<file path="src/rtl/secuenciador_contador.sv">
// Command sequencer driving a cascaded counter (ENB/MODO/D) and checking its Q feedback against a shadow value.
// Latency: count N -> ENB for N cycles, DONE at +N+1; load -> DONE at +2. Backpressure: CMD_READY only in IDLE.
module secuenciador_contador #(
  parameter int WIDTH  = 16,
  parameter int STEP_W = 8
) (
  input  logic              CLK,
  input  logic              RESET,
  input  logic              CMD_VALID,
  output logic              CMD_READY,
  input  logic [1:0]        CMD_MODO,
  input  logic [WIDTH-1:0]  CMD_DATO,
  input  logic [STEP_W-1:0] CMD_PASOS,
  input  logic [WIDTH-1:0]  Q,
  input  logic              RCO,
  output logic              ENB,
  output logic [1:0]        MODO,
  output logic [WIDTH-1:0]  D,
  output logic              BUSY,
  output logic              DONE,
  output logic              ERROR,
  output logic [7:0]        RCO_CNT
);

  typedef enum logic [1:0] {IDLE, CARGA, CUENTA, VERIF} estado_t;

  typedef struct packed {
    logic [1:0]       modo;
    logic [WIDTH-1:0] dato;
  } cmd_t;

  estado_t           estado, estado_d;
  cmd_t              cmd, cmd_d;
  logic [STEP_W-1:0] restante, restante_d;
  logic [WIDTH-1:0]  esperado, esperado_d;
  logic [WIDTH-1:0]  d_d;
  logic [1:0]        modo_d;
  logic [7:0]        rco_cnt_d;
  logic              enb_d, ready_d, busy_d, done_d, error_d;
  logic              acepta;

  assign acepta = CMD_VALID && CMD_READY;

  // Outputs are computed for the state being entered so they can be registered.
  always_comb begin
    estado_d   = estado;
    cmd_d      = cmd;
    restante_d = restante;
    esperado_d = esperado;
    enb_d      = 1'b0;
    modo_d     = 2'b00;
    d_d        = '0;
    done_d     = 1'b0;
    error_d    = ERROR;
    rco_cnt_d  = RCO_CNT;

    case (estado)
      IDLE: begin
        if (acepta) begin
          cmd_d      = '{modo: CMD_MODO, dato: CMD_DATO};
          restante_d = CMD_PASOS;
          rco_cnt_d  = '0;
          esperado_d = Q;
          if (CMD_MODO == 2'b11) begin
            estado_d = CARGA;
            enb_d    = 1'b1;
            modo_d   = 2'b11;
            d_d      = CMD_DATO;
          end else if (CMD_PASOS == '0) begin
            done_d = 1'b1;
          end else begin
            estado_d = CUENTA;
            enb_d    = 1'b1;
            modo_d   = CMD_MODO;
          end
        end
      end

      CARGA: begin
        esperado_d = cmd.dato;
        estado_d   = VERIF;
        done_d     = 1'b1;
      end

      CUENTA: begin
        case (cmd.modo)
          2'b00:   esperado_d = esperado + WIDTH'(1);
          2'b01:   esperado_d = esperado - WIDTH'(1);
          default: esperado_d = esperado - WIDTH'(3);
        endcase
        restante_d = restante - STEP_W'(1);
        if (RCO && (RCO_CNT != 8'hFF))
          rco_cnt_d = RCO_CNT + 8'd1;
        if (restante == STEP_W'(1)) begin
          estado_d = VERIF;
          done_d   = 1'b1;
        end else begin
          enb_d  = 1'b1;
          modo_d = cmd.modo;
        end
      end

      VERIF: begin
        if (Q != esperado)
          error_d = 1'b1;
        estado_d = IDLE;
      end

      default: estado_d = IDLE;
    endcase

    ready_d = (estado_d == IDLE);
    busy_d  = (estado_d != IDLE);
  end

  always_ff @(posedge CLK) begin
    if (RESET) begin
      estado    <= IDLE;
      cmd       <= '0;
      restante  <= '0;
      esperado  <= '0;
      ENB       <= 1'b0;
      MODO      <= 2'b00;
      D         <= '0;
      BUSY      <= 1'b0;
      DONE      <= 1'b0;
      ERROR     <= 1'b0;
      RCO_CNT   <= '0;
      CMD_READY <= 1'b1;
    end else begin
      estado    <= estado_d;
      cmd       <= cmd_d;
      restante  <= restante_d;
      esperado  <= esperado_d;
      ENB       <= enb_d;
      MODO      <= modo_d;
      D         <= d_d;
      BUSY      <= busy_d;
      DONE      <= done_d;
      ERROR     <= error_d;
      RCO_CNT   <= rco_cnt_d;
      CMD_READY <= ready_d;
    end
  end

endmodule

</file>
<file path="config.mk">
export PLATFORM = sky130hd
export DESIGN_NAME = secuenciador_contador
export DESIGN_NICKNAME = d
export VERILOG_FILES = /design/src/rtl/secuenciador_contador.sv
export SDC_FILE = /design/constraint.sdc
export NUM_CORES = 1
export LEC_CHECK = 0
export ABC_AREA = 1
export BUFFER_PORTS_ARGS = -buffer_cell sky130_fd_sc_hd__buf_4
export CORE_UTILIZATION = 23
export CTS_BUF_LIST = sky130_fd_sc_hd__clkbuf_2
export CTS_CLUSTER_SIZE = 8
export DETAILED_ROUTE_END_ITERATION = 8
export SLEW_MARGIN = 15
export SYNTH_ARGS = -nofsm -noshare
export SYNTH_HDL_FRONTEND = slang
export SYNTH_SLANG_ARGS = --single-unit
</file>
<file path="constraint.sdc">
create_clock -name CLK -period 4.27 [get_ports CLK]
set_input_delay 0.2135 -clock CLK [delete_from_list [all_inputs] [get_ports CLK]]
set_output_delay 0.2135 -clock CLK [all_outputs]
set_load 0.05 [all_outputs]
</file>
After elaboration in Yosys (flattened, before gate mapping). Cells that the tools add are included.

Flip-flop bits (word level): 75. Input bits: 46. Output and inout bits: 31. Word-level logic and storage cells: 74.

Add/subtract/negate cells: 5. Eq/ne operators: 10. Muxes and demuxes: 28. Bitwise gates (word level): 3. Reductions and logical operators: 15.

Operator list (count): $pmux 16 s3 (1); $pmux 16 s2 (1); $pmux 8 s2 (2); $mux 8 (3); $add 16x1->16 const B (1); $mux 16 (1); $mux 2 (8); $ne 16x16->1 (1); $sub 16x1->16 const B (1); $sub 16x2->16 const B (1); $add 8x1->8 const B (1); $eq 8x1->1 const B (1); $logic_not 8->1 (1); $mux 1 (8); $ne 8x8->1 const B (1); $pmux 2 s4 (1); $reduce_and 2->1 (4); $sub 8x1->8 const B (1); $eq 2x2->1 const B (3); $logic_not 2->1 (3); $eq 2x1->1 const B (2); $ne 2x2->1 const B (2); $pmux 2 s2 (1); $reduce_bool 2->1 (2); other kinds (7) (10).

Longest topological paths before layout. Gate-level depths: netlist of run 1.

Depth after elaboration: 6. Gate-level depth with buffers: 14. Gate-level depth less buffers: 14.

Worst setup path before layout of run 1. No wires, ideal clock.

Path kind: flip-flop to flip-flop. From: register cmd[17] in the netlist's numbering. To: register esperado[7]. Library setup time: 0.127 ns. Arrival time: 1.982 ns. Required time: 4.143 ns. Path slack: 2.161 ns. Cell stages (with the launch flop): 12. Buffers on the path: 0. Clock period less this slack: 2.109 ns. Cell sequence: dfxtp_1 nor2_1 inv_1 ha_1 or2_2 nand3_1 nand2_1 or2_2 nand3_1 nand2_1 o21ai_0 a21oi_1.

Word-level cells in the longest chain between the ends: 3. Elaborated cells on any way between the ends: 4. Those cells by class: eq/ne (1); mux (2); reduce/logical (1).

Ends and longest elaborated chain: start: declaration (RTL line 33) `cmd_t cmd, cmd_d;`; start signal: assignment (RTL line 132) `cmd <= cmd_d;`; $eq 2x1->1 / $logic_not 2->1 (equally long branches) (RTL line 86) `case (cmd.modo)`; $pmux 16 s2 * (RTL line 86); $pmux 16 s3 * (RTL line 57) `case (estado)`; end signal: assignment (RTL line 134) `esperado <= esperado_d;`; end: declaration (RTL line 35) `logic [WIDTH-1:0] esperado, esperado_d;`.

Mark *: on every way between the ends. The rest lies on a longest branch, timed or not. A chain may end at the register's enable or synchronous reset.

Final worst setup path of run 1.
From: register estado[0]. To: register RCO_CNT[4].

Word-level cells in the longest chain between the ends: 3. Elaborated cells on any way between the ends: 7. Those cells by class: eq/ne (3); mux (1); reduce/logical (3).

Ends and longest elaborated chain: start: declaration (RTL line 32) `estado_t estado, estado_d;`; start signal: assignment (RTL line 131) `estado <= estado_d;`; $eq 2x2->1 / $logic_not 2->1 (equally long branches) (RTL line 57); $ne 2x2->1 (no line) / $reduce_bool 2->1 (equally long branches); $reduce_and 3->1 (no line); end signal: assignment (RTL line 141) `RCO_CNT <= rco_cnt_d;`; end: declaration (RTL line 22) `output logic [7:0] RCO_CNT`.

Parallel ways exist; a longest one is shown, timed or not.

==> results by group, run 1 <==
Route
  – Via density per instance: 4.378
  – WL final: 12,180 microns
  – WL met2: 5478 microns
  – WL/cell: 12.44 microns
  – DRC Markers: 3
  – Sum of met3 wire segment lengths after detailed routing: 499 microns
  – WL met1: 6008 microns
  – Topmost layer with routed signal wires: met4
  – Routed Antenna Nets: 0
  – Via count: 4,286
  – Number of DRC markers in iteration 0: 293
  – DRT Pass-1 Iters: 6

Yosys
  – Cell taking the most area after synthesis: sky130_fd_sc_hd__dfxtp_1
  – Post-synth EDFFs: 0
  – Syn Std Cell Area: 4297 sq um
  – Top cell type's share of synthesized area: 0.3494
  – Most frequent cell after synthesis: sky130_fd_sc_hd__nand2_1
  – Sequential area share after synthesis: 0.3494
  – Asr flop ratio synth: 0
  – Number of warnings issued by yosys: 0
  – Syn_nets: 710
  – Synthesized instance count: 641
  – Syn_area_per_cell: 6.703 sq um
  – Post-synthesis sequential element count: 75
  – Leading cell types by count after synthesis: sky130_fd_sc_hd__nand2_1 (144), sky130_fd_sc_hd__inv_1 (85), sky130_fd_sc_hd__a21oi_1 (82)
  – Synth area leaders: sky130_fd_sc_hd__dfxtp_1 (35%), sky130_fd_sc_hd__nand2_1 (13%), sky130_fd_sc_hd__a21oi_1 (9.6%), sky130_fd_sc_hd__inv_1 (7.4%), sky130_fd_sc_hd__ha_1 (6.4%)
  – Most common flop cell mapped by yosys: sky130_fd_sc_hd__dfxtp_1
  – Distinct cell type count after synthesis: 38

Power
  – Static Leak: 0.002617 uW
  – Worst ir drop on vdd: 296.5 uV
  – PwrDens: 571.8 nW/um^2

Hold path
  – Hold EP: restante[4]
  – Source of the worst hold timing path: CMD_PASOS[4]
  – Worst hold stages: 5
  – HP Class: in2reg

Clock tree
  – Worst-Skew Late Latency: 0.56 ns
  – Setup fix buffers added after clock tree synthesis: 0
  – Clock root cell: sky130_fd_sc_hd__clkbuf_2
  – Deepest clock path buffer count: 2
  – Register clock-pin slew on the reported worst setup and hold paths: 0.24 ns
  – Hold bufs inserted after CTS: 34
  – Clock tree from TritonCTS: yes
  – Clock H-tree levels: 3
  – Number of resized instances in the post-cts repair step: 0
  – Clk sinks: 75
  – Number of CTS-inserted buffers: 9

Final layout
  – Area added between synthesis and finish: 28.80%
  – Area of the multi-input gates: 2377 sq um
  – Share of final-layout standard cells stronger than drive strength 1: 0.1415
  – Layout Nets: 813
  – Utilization of the core after routing: 0.3050
  – Fillers: 2,017
  – Combined flip-flop and latch cell area: 1501 sq um

Placement
  – IO Port Bufs: 76
  – Placer congestion estimate: 0.8479
  – Post-detail-place hpwl: 8912 microns

Worst setup path
  – FF-to-FF Start: estado[0]
  – Crit Path Class: reg2reg
  – Worst Path Max Fanout: 36
  – Critical path endpoint category: register
  – Worst Reg-to-Reg Cells: 12
  – Register-to-register setup slack: 1.82 ns
  – Arrival time reported for the critical path endpoint: 2.95 ns
  – Endpoint of the worst register-to-register path: RCO_CNT[4]
  – Kind of launch point of the worst setup path: register
  – Worst path required time: 4.77 ns

Timing
  – Final setup violation count: 0
  – Worst clock skew on the final layout: 0.02543 ns
  – Max Slew Vio Count: 0
  – Share of the cycle needed by the critical path after routing: 0.5731
  – Unrepaired setup endpoints after global routing: no
  – Max transition margin: 0.4803
  – Period minus WS final: 2.447 ns
  – Maximum achievable frequency: 0.4086 GHz
  – Slew of the pin with the lowest slew margin: 0.7787 ns
  – Total Neg Setup Slack: 0 ns
  – Count of final hold-check violations: 0

Die
  – Floorplan row count: 49
  – Die Area: 19,230 sq um
  – Initial standard-cell utilization of the core: 0.2368
  – Top Ports: 77
  – Area of the placeable core: 18,150 sq um
  – Die Y-Extent: 138.7 microns
  – Horizontal die dimension: 138.7 microns

Global routing
  – All-Layer GR Usage: 0.1306
  – Final global-route overflow total: 0
  – Vias in the first global route: 4,136
  – Number of antenna violations at the first check in global routing: 1
  – Wire length of the first global-routing pass: 20,180 microns
  – Maximum number of pins on one net before global-route repair: 37

Flow run
  – Max_cap viols: 0

Run status
  – Violations in the final reports: DRC
  – Result of the run: finished, violations left
[placed cells by master (no fill, tap or decap), types with 2 or more instances in the layout]
cell                            count
sky130_fd_sc_hd__nand2_1          144
sky130_fd_sc_hd__inv_1             85
sky130_fd_sc_hd__a21oi_1           82
sky130_fd_sc_hd__buf_4             78
sky130_fd_sc_hd__dfxtp_1           75
sky130_fd_sc_hd__nor2_1            61
sky130_fd_sc_hd__o21ai_0           53
sky130_fd_sc_hd__dlygate4sd3_1     34
sky130_fd_sc_hd__nand3_1           30
sky130_fd_sc_hd__ha_1              22
sky130_fd_sc_hd__xnor2_1           15
sky130_fd_sc_hd__clkbuf_2           9
sky130_fd_sc_hd__nor3_1             8
sky130_fd_sc_hd__nand4_1            7
sky130_fd_sc_hd__xor2_1             4
sky130_fd_sc_hd__a211oi_1           3
sky130_fd_sc_hd__or2_2              3
sky130_fd_sc_hd__clkinvlp_4         3
sky130_fd_sc_hd__inv_2              2
sky130_fd_sc_hd__inv_4              2
sky130_fd_sc_hd__a32oi_1            2
sky130_fd_sc_hd__clkinv_1           2
sky130_fd_sc_hd__a31oi_1            2
sky130_fd_sc_hd__nand3b_1           2
sky130_fd_sc_hd__o211ai_1           2
sky130_fd_sc_hd__nand2_2            2
sky130_fd_sc_hd__inv_6              2
[state kept, by name, indices dropped and copies added (netlist names)]
name and cells:
CMD_READY 1, cmd 18, RCO_CNT 8, D 16, ERROR 1, BUSY 1, esperado 16, restante 8
estado 2, DONE 1, MODO 2, ENB 1
[logic make-up (layout without fill, tap and decap cells)]
kind of cell | Yosys count | after routing | share of synthesized area
AO/OA/AOI/OAI | 153 | 153 | 0.1922
XOR/XNOR | 19 | 19 | 0.03873
adder cells (fa/ha/maj) | 23 | 23 | 0.06872
buffers and inverters | 110 | 218 | 0.09726
flip-flops | 75 | 75 | 0.3494
other | 0 | 1 | 0
AND/OR/NAND/NOR | 261 | 261 | 0.2536
[power by group]
group	total (uW)	switching, uW	internal (uW)
registers	1010	137	874
clock network	365	286	79.1
logic	1790	1150	636
[cell type report]
cell class	count	area share
Clock buffer	9	0.008139
Antenna cell	1	0.0004522
Tap cell	229	0.05177
Inverter	90	0.06195
Clock inverter	7	0.009496
Multi-Input combinational cell	456	0.4296
Timing Repair Buffer	112	0.1673
Sequential cell	75	0.2713
[routing by layer]
metal,track usage,up-vias
met4,0.05088,0
met5,0,-
met1,0.1755,1902
met3,0.01796,15
met2,0.2116,77
li1,-,2292
[worst max-delay path by stage]
stage,depth (start not counted),slack (ns),endpoint,from
final,12,1.82,RCO_CNT[4],estado[0]
after global routing,12,1.56,RCO_CNT[4],estado[0]
after CTS,12,1.83,RCO_CNT[4],estado[0]
after detailed placement,11,1.85,esperado[7],cmd[17]
after global placement,11,1.89,esperado[7],cmd[17]
after floorplan,11,2.16,esperado[7],cmd[17]
[stage by stage]
step	cells	total power, uW	hold WS, ns	instance area [sq um]	setup WS, ns
after floorplan	641	2342	0.3481	4297	2.161
after global placement	928	2774	0.4491	5094	1.891
after detailed placement	928	2783	0.4536	5094	1.848
after CTS	978	3186	0.002094	5532	1.832
after global routing	979	3478	0.02624	5534	1.557
final	979	3165	0.03842	5534	1.823
[worst max-delay path, cell delays in order (launching register included)]
cell and delay (ns):
sky130_fd_sc_hd__dfxtp_1 0.40, sky130_fd_sc_hd__inv_1 0.11, sky130_fd_sc_hd__ha_1 0.32, sky130_fd_sc_hd__inv_2 0.11, sky130_fd_sc_hd__nor2_8 0.39, sky130_fd_sc_hd__inv_4 0.11
sky130_fd_sc_hd__o21ai_2 0.19, sky130_fd_sc_hd__inv_4 0.12, sky130_fd_sc_hd__a21oi_4 0.25, sky130_fd_sc_hd__nand2_2 0.11, sky130_fd_sc_hd__o21bai_2 0.11, sky130_fd_sc_hd__o21ai_1 0.07
sky130_fd_sc_hd__nor2_1 0.09
Power figures use the tool's default switching activity.
==> inputs of run 2 (changes only) <==
==> constraint.sdc (replaced) <==
create_clock -name CLK -period 2.35 [get_ports CLK]
set_input_delay 0.1175 -clock CLK [delete_from_list [all_inputs] [get_ports CLK]]
set_output_delay 0.1175 -clock CLK [all_outputs]
set_load 0.05 [all_outputs]
==> run 2 against run 1 <==
  * Clock skew fell by 0.0011 ns
  * Clock power is 140% higher
  * Sequential power rose by 81%
  * Utilization rose by 1.3 points
  * Maximum frequency increased by 15%
  * Combinational power up 91%
  * Count of clock-buffer cells in the layout rose by 1
  * Die area unchanged
  * Flip-flop and latch count stayed put
  * Sequential share of layout area down 1.1 points
  * The run still ends with DRC left
==> results by group, run 2 (same netlist as run 1, synthesis figures left out) <==
Power
  – Share of total power in sequential cells: 0.300
  – Total power: 6104 uW
  – Fraction of power spent switching nets: 0.4757
  – Static Leak: 0.002733 uW
  – Net switching component of the power: 2904 uW
  – Internal power: 3200 uW
  – Worst ir drop on vdd: 521.4 uV
  – Fraction of power consumed by combinational cells: 0.559
  – Power share of the clock group: 0.141
  – PwrDens: 1056 nW/um^2

Clock tree
  – Register clock-pin slew on the reported worst setup and hold paths: 0.22 ns
  – Number of CTS-inserted buffers: 9
  – Clock root cell: sky130_fd_sc_hd__clkbuf_2
  – Worst-Skew Late Latency: 0.58 ns
  – Clock tree from TritonCTS: yes
  – Clock H-tree levels: 3
  – Deepest clock path buffer count: 2
  – Clk sinks: 75

Timing
  – Max Slew Vio Count: 0
  – Unrepaired setup endpoints after global routing: no
  – Count of final hold-check violations: 0
  – Slew of the pin with the lowest slew margin: 0.8002 ns
  – Period minus WS final: 2.124 ns
  – Total Neg Setup Slack: 0 ns
  – Share of the cycle needed by the critical path after routing: 0.9039
  – Final setup violation count: 0
  – Maximum achievable frequency: 0.4708 GHz
  – Max transition margin: 0.4659
  – Final setup slack of the worst path: 0.2258 ns
  – Worst clock skew on the final layout: 0.02430 ns

Route
  – WL/cell: 12.49 microns
  – Number of DRC markers in iteration 0: 221
  – DRC Markers: 6
  – DRT Pass-1 Iters: 7
  – Routed Antenna Nets: 0
  – WL final: 12,470 microns
  – Via count: 4,411
  – Via density per instance: 4.420

Global routing
  – Vias in the first global route: 4,268
  – Maximum number of pins on one net before global-route repair: 36
  – Final global-route overflow total: 0
  – Wire length of the first global-routing pass: 20,800 microns
  – All-Layer GR Usage: 0.1356
  – Number of antenna violations at the first check in global routing: 1

Final layout
  – Area added between synthesis and finish: 34.48%
  – Flip-flop count of the largest register, all copies and words added: 18
  – Commonest cells after routing, fill and taps aside: sky130_fd_sc_hd__nand2_1 (143), sky130_fd_sc_hd__buf_4 (85), sky130_fd_sc_hd__inv_1 (84)
  – Most flops, register: cmd
  – Share of final-layout standard cells stronger than drive strength 1: 0.1641
  – Leading registers by flop count: cmd: 18 flops, D: 16 flops, esperado: 16 flops
  – Most common cell after layout, fill and taps aside: sky130_fd_sc_hd__nand2_1
  – Layout Nets: 832

Worst setup path
  – FF-to-FF Start: cmd[17]
  – Arrival time reported for the critical path endpoint: 2.59 ns
  – Worst path required time: 2.82 ns
  – Worst Path Max Fanout: 8
  – Kind of launch point of the worst setup path: register
  – Crit Path Class: reg2reg
  – Critical path endpoint category: register
  – Setup crit start: cmd[17]

Placement
  – Placer congestion estimate: 0.8836
  – IO Port Bufs: 76
  – Setup WS pre-CTS: 0.1117 ns
  – Post-detail-place hpwl: 9041 microns

Die
  – Area of the placeable core: 18,150 sq um
  – Die Area: 19,230 sq um
  – Top Ports: 77
  – Initial standard-cell utilization of the core: 0.2368
  – Die Y-Extent: 138.7 microns
  – Floorplan row count: 49
  – Horizontal die dimension: 138.7 microns

Flow run
  – Max_cap viols: 0

Run status
  – Result of the run: finished, violations left
  – Violations in the final reports: DRC

Hold path
  – Source of the worst hold timing path: RCO
  – HP Class: in2reg
## run 2: what timing repair did
| action | CTS | global route |
|---|---|---|
| hold buffers | 45 | 0 |
| hold endpoints to repair | 63 | 0 |
| resized for setup | 0 | 12 |
| setup buffers | 0 | 0 |
| endpoints found under the setup margin | 0 | 13 |
## run 2: final timing paths
path                       end  slack (ns)  cells past startpoint
hold / removal      RCO_CNT[2]        0.07                      5
hold reg to reg        cmd[10]        0.48                      2
setup reg to reg  esperado[14]        0.23                     15
setup / recovery  esperado[14]        0.23                     15
## run 2: final cells by class
class                   instances  area (sq um)
fillers                      1974         12370
inverters                      90         342.8
clock inverters                 6         90.09
flip-flops and latches         75          1503
repair buffers                131          1100
multi-input cells             456          2404
diodes                          1         2.502
well taps                     229         286.5
clock buffers                  10         50.05
## run 2: per-stage QoR
stage / std cells / instance area [sq um] / hold slack, ns / utilization
2_1_floorplan: 641 / 4297 / 0.2521 / -
3_3_place_gp: 936 / 5154 / 0.3521 / 0.2840
3_5_place_dp: 936 / 5154 / 0.3569 / 0.2840
4_1_cts: 997 / 5744 / 0.001141 / 0.3165
5_1_grt: 998 / 5778 / 0.05652 / 0.3184
6_report: 998 / 5778 / 0.07258 / 0.3184
## run 2: metal layers
| metal | up-vias | GRT usage | routed length [microns] |
|---|---|---|---|
| li1 | 2329 | - | - |
| met1 | 1958 | 0.1781 | 6123 |
| met2 | 103 | 0.2156 | 5568 |
| met3 | 21 | 0.02555 | 498 |
| met4 | 0 | 0.06199 | 277 |
| met5 | - | 0 | 0 |
## run 2: power by group through the flow
stage          registers (uW)  clock network (uW)  logic (uW)
2_1_floorplan            1990                   0        2260
5_1_grt                  1880                 945        3880
3_3_place_gp             1850                   0        3280
3_5_place_dp             1850                   0        3290
4_1_cts                  1820                 908        3370
6_report                 1830                 862        3410
## run 2: critical path: stages (launching register included)
cell and delay [ns]:
sky130_fd_sc_hd__dfxtp_2 0.39, sky130_fd_sc_hd__nor2_2 0.15, sky130_fd_sc_hd__inv_2 0.11, sky130_fd_sc_hd__buf_4 0.18, sky130_fd_sc_hd__ha_1 0.36, sky130_fd_sc_hd__nand2_1 0.10, sky130_fd_sc_hd__inv_1 0.08, sky130_fd_sc_hd__nand2_1 0.06
sky130_fd_sc_hd__nor3_1 0.16, sky130_fd_sc_hd__nand2_1 0.09, sky130_fd_sc_hd__nand2_1 0.07, sky130_fd_sc_hd__nand2_1 0.05, sky130_fd_sc_hd__nand3_1 0.06, sky130_fd_sc_hd__nand2_1 0.05, sky130_fd_sc_hd__nand2_1 0.06, sky130_fd_sc_hd__a21oi_1 0.05
==> inputs of run 3 (changes only) <==
==> constraint.sdc (replaced) <==
create_clock -name CLK -period 2.35 [get_ports CLK]
set_input_delay 0 -clock CLK [delete_from_list [all_inputs] [get_ports CLK]]
set_output_delay 0 -clock CLK [all_outputs]
set_load 0.05 [all_outputs]
==> run 3 against run 2 <==
  * The flow still finishes with violations (DRC)
  * Die area stayed put
  * Clock power is 16% higher
  * Worst hold slack better by 0.087 ns
  * Flip-flop and latch count stayed put
  * First-iteration DRC count is 9.0% higher
  * Highest routed layer unchanged
  * Cell count is 0.50% higher
  * Clock skew hardly changed
  * Total power is 2.4% higher
  * Non-clock buffer count is 5 higher
  * Worst setup slack worse by 0.025 ns
  * Largest power group unchanged
  * Design area is 1.2% higher
  * Utilization is 0.39 points higher
==> results by group, run 3 (same netlist as run 1, synthesis figures left out) <==
Timing
  – Max Slew Vio Count: 0
  – Worst clock skew on the final layout: 0.02422 ns
  – Total Neg Setup Slack: 0 ns
  – Period minus WS final: 2.149 ns
  – Share of the cycle needed by the critical path after routing: 0.9145
  – Slew of the pin with the lowest slew margin: 0.8071 ns
  – Unrepaired setup endpoints after global routing: yes
  – Count of final hold-check violations: 0
  – Max transition margin: 0.4613
  – Final setup violation count: 0
  – Maximum achievable frequency: 0.4653 GHz

Worst setup path
  – Worst Reg-to-Reg Cells: 13
  – Worst path required time: 2.88 ns
  – Last element of the critical path: DONE
  – Kind of launch point of the worst setup path: input port
  – Critical path endpoint category: register
  – FF-to-FF Start: cmd[17]
  – Arrival time reported for the critical path endpoint: 2.67 ns
  – Setup crit start: CMD_PASOS[2]
  – Endpoint of the worst register-to-register path: esperado[12]
  – Register-to-register setup slack: 0.22 ns
  – Crit Path Class: in2reg
  – Worst Path Max Fanout: 4

Final layout
  – Commonest cells after routing, fill and taps aside: sky130_fd_sc_hd__nand2_1 (143), sky130_fd_sc_hd__inv_1 (84), sky130_fd_sc_hd__buf_4 (84)
  – Flip-flop count of the largest register, all copies and words added: 18
  – Area added between synthesis and finish: 36.14%
  – Fillers: 1,980
  – Most flops, register: cmd
  – Leading registers by flop count: cmd: 18 flops, D: 16 flops, esperado: 16 flops
  – Most common cell after layout, fill and taps aside: sky130_fd_sc_hd__nand2_1
  – Final Instance Area: 5849 sq um
  – Area of the multi-input gates: 2392 sq um
  – Layout Nets: 837
  – Share of final-layout standard cells stronger than drive strength 1: 0.1565
  – Combined flip-flop and latch cell area: 1503 sq um

Power
  – Fraction of power consumed by combinational cells: 0.545
  – Static Leak: 0.002778 uW
  – Internal power: 3312 uW
  – PwrDens: 1068 nW/um^2
  – Worst ir drop on vdd: 452.0 uV
  – Share of total power in sequential cells: 0.294
  – Power share of the clock group: 0.161
  – Net switching component of the power: 2937 uW
  – Fraction of power spent switching nets: 0.4700

Die
  – Die Y-Extent: 138.7 microns
  – Floorplan row count: 49
  – Initial standard-cell utilization of the core: 0.2368
  – Die Area: 19,230 sq um
  – Horizontal die dimension: 138.7 microns
  – Area of the placeable core: 18,150 sq um
  – Top Ports: 77

Placement
  – Instance area after placement: 5146 sq um
  – Placer congestion estimate: 0.8830
  – Post-detail-place hpwl: 9035 microns
  – IO Port Bufs: 76

Route
  – DRT Pass-1 Iters: 6
  – Via density per instance: 4.422
  – Routed Antenna Nets: 0
  – DRC Markers: 6
  – Via count: 4,435
  – WL/cell: 12.56 microns
  – WL final: 12,600 microns
  – Number of DRC markers in iteration 0: 241

Global routing
  – Maximum number of pins on one net before global-route repair: 36
  – All-Layer GR Usage: 0.1376
  – Wire length of the first global-routing pass: 21,120 microns
  – Number of antenna violations at the first check in global routing: 1
  – Final global-route overflow total: 0
  – Vias in the first global route: 4,291

Clock tree
  – Number of CTS-inserted buffers: 9
  – Clock H-tree levels: 3
  – Deepest clock path buffer count: 2
  – Register clock-pin slew on the reported worst setup and hold paths: 0.24 ns
  – Clock root cell: sky130_fd_sc_hd__clkbuf_2
  – Clock tree from TritonCTS: yes
  – Clk sinks: 75
  – Worst-Skew Late Latency: 0.60 ns
  – Setup fix buffers added after clock tree synthesis: 0

Run status
  – Result of the run: finished, violations left
  – Violations in the final reports: DRC

Hold path
  – HP Class: in2reg

Flow run
  – Max_cap viols: 0
==> run 3: changes by cell type in the layout (fill, tap and decap cells not counted), sizes merged <==
cell / previous run / this run
clkbuf: 10 / 9
clkinvlp: 1 / 0
dlygate4sd3: 45 / 51
bufinv: 2 / 3
buf: 86 / 85
inv: 89 / 90
==> run 3: timing repair <==
item                                    CTS  global route
hold buffers                             51             0
gates resized for setup                   0             8
endpoints found under the setup margin    0            14
hold endpoints to repair                 68             0
==> run 3: area by class of cell <==
type	count	area share
multi-input cells	456	0.4090
repair buffers	136	0.1970
clock inverters	7	0.02139
inverters	90	0.05861
diodes	1	0.0004278
clock buffers	9	0.007701
flip-flops and latches	75	0.2569
well taps	229	0.04898
==> run 3: layer usage <==
metal,global-route usage,up-vias,share of wire
met5,0,-,0
met4,0.05673,0,0.020
met3,0.02659,16,0.040
met2,0.2212,97,0.44
met1,0.1804,1986,0.50
li1,-,2336,-
==> run 3: worst min path at each step <==
stage	start	end	slack (ns)	cells past startpoint
floorplan	CMD_DATO[0]	D[0]	0.13	2
global placement	CMD_DATO[4]	D[4]	0.23	3
detailed placement	CMD_DATO[7]	D[7]	0.24	3
CTS	CMD_DATO[11]	D[11]	0.12	4
global route	CMD_DATO[13]	D[13]	0.15	4
finish	CMD_DATO[13]	D[13]	0.16	4
==> run 3: worst max-delay path, cell delays in order <==
cell and delay [ns]:
sky130_fd_sc_hd__dlygate4sd3_1 0.54, sky130_fd_sc_hd__buf_4 0.14, sky130_fd_sc_hd__nor2_1 0.09, sky130_fd_sc_hd__dlygate4sd3_1 0.55, sky130_fd_sc_hd__nand2_1 0.05, sky130_fd_sc_hd__nor2_1 0.32, sky130_fd_sc_hd__dlygate4sd3_1 0.67, sky130_fd_sc_hd__nand3_1 0.08
sky130_fd_sc_hd__a211oi_1 0.24
==> run 3: power groups by stage <==
stage	Clock, uW	Sequential [uW]	Combinational (uW)
final	1000	1840	3410
after CTS	1040	1830	3370
after detailed placement	0	1860	3290
after global routing	1080	1880	3860
after floorplan	0	1990	2260
after global placement	0	1850	3280
==> run 3: per-stage QoR <==
step | instances | utilization | hold slack [ns] | power, uW | worst slack (ns)
after detailed placement | 935 | 0.2836 | 0.2361 | 5152 | 0.1330
after CTS | 1002 | 0.3211 | 0.1182 | 6242 | 0.07298
final | 1003 | 0.3223 | 0.1592 | 6249 | 0.2009
after global placement | 935 | 0.2836 | 0.2345 | 5134 | 0.1882
after floorplan | 641 | - | 0.1346 | 4255 | 0.2409
after global routing | 1003 | 0.3223 | 0.1494 | 6821 | -0.0009213
